## config.mk

```make
export PLATFORM = sky130hd
export DESIGN_NAME = shift_word_sender
export DESIGN_NICKNAME = d
export VERILOG_FILES = /design/src/rtl/shift_pkg.sv /design/src/rtl/shift_bit_counter.sv /design/src/rtl/shift_word_sender.sv
export SDC_FILE = /design/constraint.sdc
export NUM_CORES = 1
export LEC_CHECK = 0
export BUFFER_PORTS_ARGS = -buffer_cell sky130_fd_sc_hd__buf_2
export CAP_MARGIN = 20
export CORE_AREA = 2 2 39 41
export DETAILED_ROUTE_END_ITERATION = 12
export DIE_AREA = 0 0 41 43
export GPL_ROUTABILITY_DRIVEN = 0
export PLACE_DENSITY = 0.81
export RECOVER_POWER = 100
export SETUP_SLACK_MARGIN = 0.05
export SYNTH_ARGS = -nofsm -noshare
export SYNTH_HDL_FRONTEND = slang
export SYNTH_SLANG_ARGS = --single-unit
```

## constraint.sdc

```tcl
create_clock -name clk -period 3.1 [get_ports clk]
set_clock_uncertainty 0.15 [all_clocks]
set_input_delay 0 -clock clk [delete_from_list [all_inputs] [get_ports clk]]
set_output_delay 0 -clock clk [all_outputs]
set_load 0.05 [all_outputs]
```

## src/rtl/shift_pkg.sv

```systemverilog
// Shared definitions for the 4-bit shift register and its word sender:
// shift command encodings on {s1,s0} and the sender state encoding.
package shift_pkg;

    localparam logic [1:0] SEL_HOLD  = 2'b00;
    localparam logic [1:0] SEL_LEFT  = 2'b01;
    localparam logic [1:0] SEL_RIGHT = 2'b10;
    localparam logic [1:0] SEL_LOAD  = 2'b11;

    typedef enum logic [1:0] {
        IDLE   = 2'd0,
        SHIFT  = 2'd1,
        PARITY = 2'd2
    } state_t;

endpackage

```

## src/rtl/shift_bit_counter.sv

```systemverilog
// Bit counter for the word sender: synchronous clear, count enable and a
// terminal flag raised while the count points at the last bit of the word.
module shift_bit_counter #(
    parameter int WIDTH = 4,
    parameter int CNT_W = $clog2(WIDTH + 1)
) (
    input  logic             clk,
    input  logic             clr,
    input  logic             clear,
    input  logic             en,
    output logic [CNT_W-1:0] cnt,
    output logic             term
);

    // count issued bits; clear has priority so an accept always restarts at 0
    always_ff @(posedge clk or negedge clr) begin
        if (!clr)       cnt <= '0;
        else if (clear) cnt <= '0;
        else if (en)    cnt <= cnt + 1'b1;
    end

    assign term = (cnt == CNT_W'(WIDTH - 1));

endmodule

```

## src/rtl/shift_word_sender.sv

```systemverilog
// Streams a parallel word, one bit per clock, into a downstream shift
// register together with the matching {s1,s0} shift command.
// Optional build macro SHIFT_WORD_SENDER_PARITY_EN adds a one-cycle PARITY
// state after the shift that presents even parity on sr_sin with a hold
// command, delaying done by one cycle.
module shift_word_sender
    import shift_pkg::*;
#(
    parameter int WIDTH = 4
) (
    input  logic             clk,
    input  logic             clr,
    input  logic             in_valid,
    output logic             in_ready,
    input  logic [WIDTH-1:0] in_data,
    input  logic             in_dir,
    input  logic             hold,
    output logic             sr_s1,
    output logic             sr_s0,
    output logic             sr_sin,
    output logic             busy,
    output logic             done
);

    localparam int CNT_W = $clog2(WIDTH + 1);

    state_t           state;
    logic [1:0]       sel;
    logic [WIDTH-1:0] word;
    logic             dir;
    logic             last_sent;   // all WIDTH commands have been issued
    logic [CNT_W-1:0] cnt;
    logic             term;
    logic             accept;
    logic             step;
    logic [WIDTH-1:0] word_lsb;    // word >> cnt: current bit in position 0
    logic [WIDTH-1:0] word_msb;    // word << cnt: current bit in the top position

    assign in_ready = (state == IDLE);
    assign accept   = in_valid && in_ready;
    assign step     = (state == SHIFT) && !last_sent && !hold;
    assign word_lsb = word >> cnt;
    assign word_msb = word << cnt;
    assign sr_s1    = sel[1];
    assign sr_s0    = sel[0];

    shift_bit_counter #(.WIDTH(WIDTH), .CNT_W(CNT_W)) u_cnt (
        .clk   (clk),
        .clr   (clr),
        .clear (accept),
        .en    (step),
        .cnt   (cnt),
        .term  (term)
    );

    // sender FSM with registered command, serial bit, busy and done
    always_ff @(posedge clk or negedge clr) begin
        if (!clr) begin
            state     <= IDLE;
            sel       <= SEL_HOLD;
            sr_sin    <= 1'b0;
            busy      <= 1'b0;
            done      <= 1'b0;
            word      <= '0;
            dir       <= 1'b0;
            last_sent <= 1'b0;
        end else begin
            done <= 1'b0;
            case (state)
                IDLE: begin
                    sel <= SEL_HOLD;
                    if (accept) begin
                        word      <= in_data;
                        dir       <= in_dir;
                        last_sent <= 1'b0;
                        busy      <= 1'b1;
                        state     <= SHIFT;
                    end
                end
                SHIFT: begin
                    if (last_sent) begin
                        // wrap-up edge: command returns to hold; not stallable
                        sel <= SEL_HOLD;
`ifdef SHIFT_WORD_SENDER_PARITY_EN
                        sr_sin <= ^word;
                        state  <= PARITY;
`else
                        busy  <= 1'b0;
                        done  <= 1'b1;
                        state <= IDLE;
`endif
                    end else if (hold) begin
                        sel <= SEL_HOLD;
                    end else begin
                        sel    <= dir ? SEL_RIGHT : SEL_LEFT;
                        sr_sin <= dir ? word_lsb[0] : word_msb[WIDTH-1];
                        if (term) last_sent <= 1'b1;
                    end
                end
                PARITY: begin
                    sel   <= SEL_HOLD;
                    busy  <= 1'b0;
                    done  <= 1'b1;
                    state <= IDLE;
                end
                default: begin
                    sel   <= SEL_HOLD;
                    busy  <= 1'b0;
                    state <= IDLE;
                end
            endcase
        end
    end

endmodule

```

==> run summary <==
status: finished clean
routed length per instance: 12.4 um
Synth Register Bits: 14
Yosys top cell by area: dfrtp_1
Period Utilization, post-route: 65.7%
Clock Latency Late Sink: 280 ps
num ports: 15
Worst IR Drop VDD: 557 uV
RSZ-0062 raised after global routing: false
Startpoint Class: flip-flop
Final setup viols: 0
PwrDens: 993 nW/um^2
crit path capture type: flip-flop
Rows: 14
Max Buffers Root-to-Sink: 2
mux share of post-synthesis cell area: 6.46%
number of warnings issued by yosys: 0
CTS tree: done
register area share after synthesis: 54.8%
starting density of the core: 46.2%
Core ar.: 1380 sq um
DP Cell Count: 93
Reg-to-Reg Start: u_cnt.cnt[1]
first-pass GRT wire length: 2140 um
Hold Crit Class: in2reg
Hold Fails Final Rpt: 0
cells after synthesis: 65
ranking of synthesized cells by area: dfrtp_1 (55%), nand2_1 (8.2%), mux2i_1 (4.7%)
Routed WL: 1290 um
Vias/cell: 5.00
root buffer cell: clkbuf_4
Worst Min Path Start: hold
Worst Hold Depth: 3
initial antenna violation count: 0
post-route minimum period: 2040 ps
Synth cell types: 19
pre-CTS setup slack: 1520 ps
CTS clk-pin slew, worst paths: 80 ps
Psw: 373 uW
CTS Buf Count: 3
Worst slew margin: 48.9%
ANT nets after route: 0
P_leak: 0.000394 uW
Worst-Margin Slew: 766 ps
R2R cell count: 5
Area Overhead vs Synth: 26.4%
Total Nets Final: 101
total iterations of the first detailed-routing run: 3
placed cell areas: 714 sq um
maximum fanout along the worst path: 6
maximum clock rate: 491 MHz
Post-Synth Simple-Gate Area: 18.2%
hpwl dp: 844 um
initial drt markers: 1
largest net degree at the start of global routing: 15
Synth Net Count: 76
Adder-Cell Fraction of Synth Area: 3.91%
vias in the first global route: 537
Final WS setup: 1060 ps
Syn Area/Cell: 9.84 sq um
drt drc: 0
Switching Share: 46.4%
Synth top area share: 54.8%
htree depth: 1
post-synthesis xor/xnor area fraction: 0%
Critical Path Start: u_cnt.cnt[1]
clk sink count: 14
Worst Path Class, Setup: reg2reg
clock share of power: 12.8%
Pins Over Slew Limit: 0
Internal Pwr Total: 430 uW
Gate power share: 45.6%
Non-Filler Instances: 104
CP required: 3110 ps
Reg power frac: 41.6%
CP arrival: 2050 ps
via count: 520
GRT Resource Usage Total: 18.4%
largest family of logic cells by synthesized area: simple AND/OR/NAND/NOR gates
number of diodes: 0
Synth Area in Compound Gates: 10.2%
buffers added on ports: 14
Die X: 41 um
GR Overflow Total: 0
post-cts gate resize count: 0
setup tns final: 0 ps
Netlist Area Pre-Place: 639 sq um
Max-cap violations: 0
Die Height: 43 um
FILL cells: 128
share of cells above drive strength 1: 13.6%
die area: 1760 sq um
design area: 808 sq um
[layer usage]
layer / up-vias / share of wire (%) / wire [um] / track usage, %
met5: - / 0 / 0 / 0
met4: 0 / 0.93 / 12 / 10.7
met3: 2 / 2.0 / 26 / 2.09
met2: 8 / 53 / 687 / 29.4
met1: 251 / 44 / 561 / 22.4
li1: 259 / - / - / -
[critical path, stage by stage, from the launching register on]
cell and delay, ps:
dfrtp_1 470, ha_1 230, ha_1 170, a21oi_1 210
o22ai_1 130, dlygate4sd3_1 570
[Yosys cell counts]
cell / number
a21oi_1: 1
a2bb2oi_1: 1
a311oi_2: 1
a32o_1: 1
buf_6: 1
clkbuf_1: 1
dfrtp_1: 14
ha_1: 2
inv_1: 7
mux2_2: 1
mux2i_1: 3
nand2_1: 14
nand2b_1: 1
nand3_1: 4
nor2_1: 6
nor2b_1: 1
o21ai_0: 4
o22ai_1: 1
or3b_1: 1
[area by class of cell]
type	count	area, sq um	area share, %
flip-flops and latches	14	350	43.3
multi-input cells	42	248	30.7
repair buffers	22	141	17.5
inverters	7	26.3	3.25
clock buffers	3	22.5	2.79
well taps	16	20.0	2.48
[repair_timing]
action / in CTS / in global routing
hold buffers: 8 / 0
hold endpoints to repair: 21 / 0
setup buffers: 0 / 0
[sequential cells by signal, summed over array words and instances, names as in the netlist]
name / flops
done: 1
busy: 1
sr_sin: 1
sel: 2
u_cnt.cnt: 3
last_sent: 1
dir: 1
word: 4
[final timing paths]
path | to | slack [ps]
setup reg to reg | last_sent | 1060
min in group asynchronous | sel[1] | 150
hold / removal | sel[1] | 20
max in group asynchronous | done | 2170
hold reg to reg | word[2] | 360
setup / recovery | last_sent | 1060
[cells in the final DEF (no fill, tap or decap)]
cell,synthesis,final
a21oi_1,1,1
a2bb2oi_1,1,1
a311oi_2,1,1
a32o_1,1,1
buf_2,0,7
clkbuf_1,1,7
clkbuf_4,0,3
dfrtp_1,14,14
dlygate4sd3_1,0,8
ha_1,2,2
inv_1,7,7
mux2_2,1,1
mux2i_1,3,3
nand2_1,14,14
nand2b_1,1,1
nand3_1,4,4
nor2_1,6,6
nor2b_1,1,1
o21ai_0,4,4
o22ai_1,1,1
or3b_1,1,1
[logic make-up after synthesis]
family                     after synthesis
AOI/OAI and AO/OA                        9
adders and majority gates                2
buffers and inverters                    9
DFF                                     14
muxes                                    4
and+or+nand+nor                         27
[stage by stage]
stage	hold slack [ps]	utilization (%)	total power [uW]
2_1_floorplan	-446	-	611
3_3_place_gp	-240	51.6	671
3_5_place_dp	-237	51.6	689
4_1_cts	10.8	59.0	806
5_1_grt	68.2	58.4	856
6_report	19.2	58.4	803
[power by group through the flow]
stage / sequential [uW] / clock [uW] / combinational, uW
finish: 334 / 102 / 366
floorplan: 406 / 0 / 205
global placement: 330 / 0 / 341
global route: 344 / 109 / 403
CTS: 332 / 102 / 373
detailed placement: 337 / 0 / 352
No activity file was read; power rests on OpenSTA's default activity.
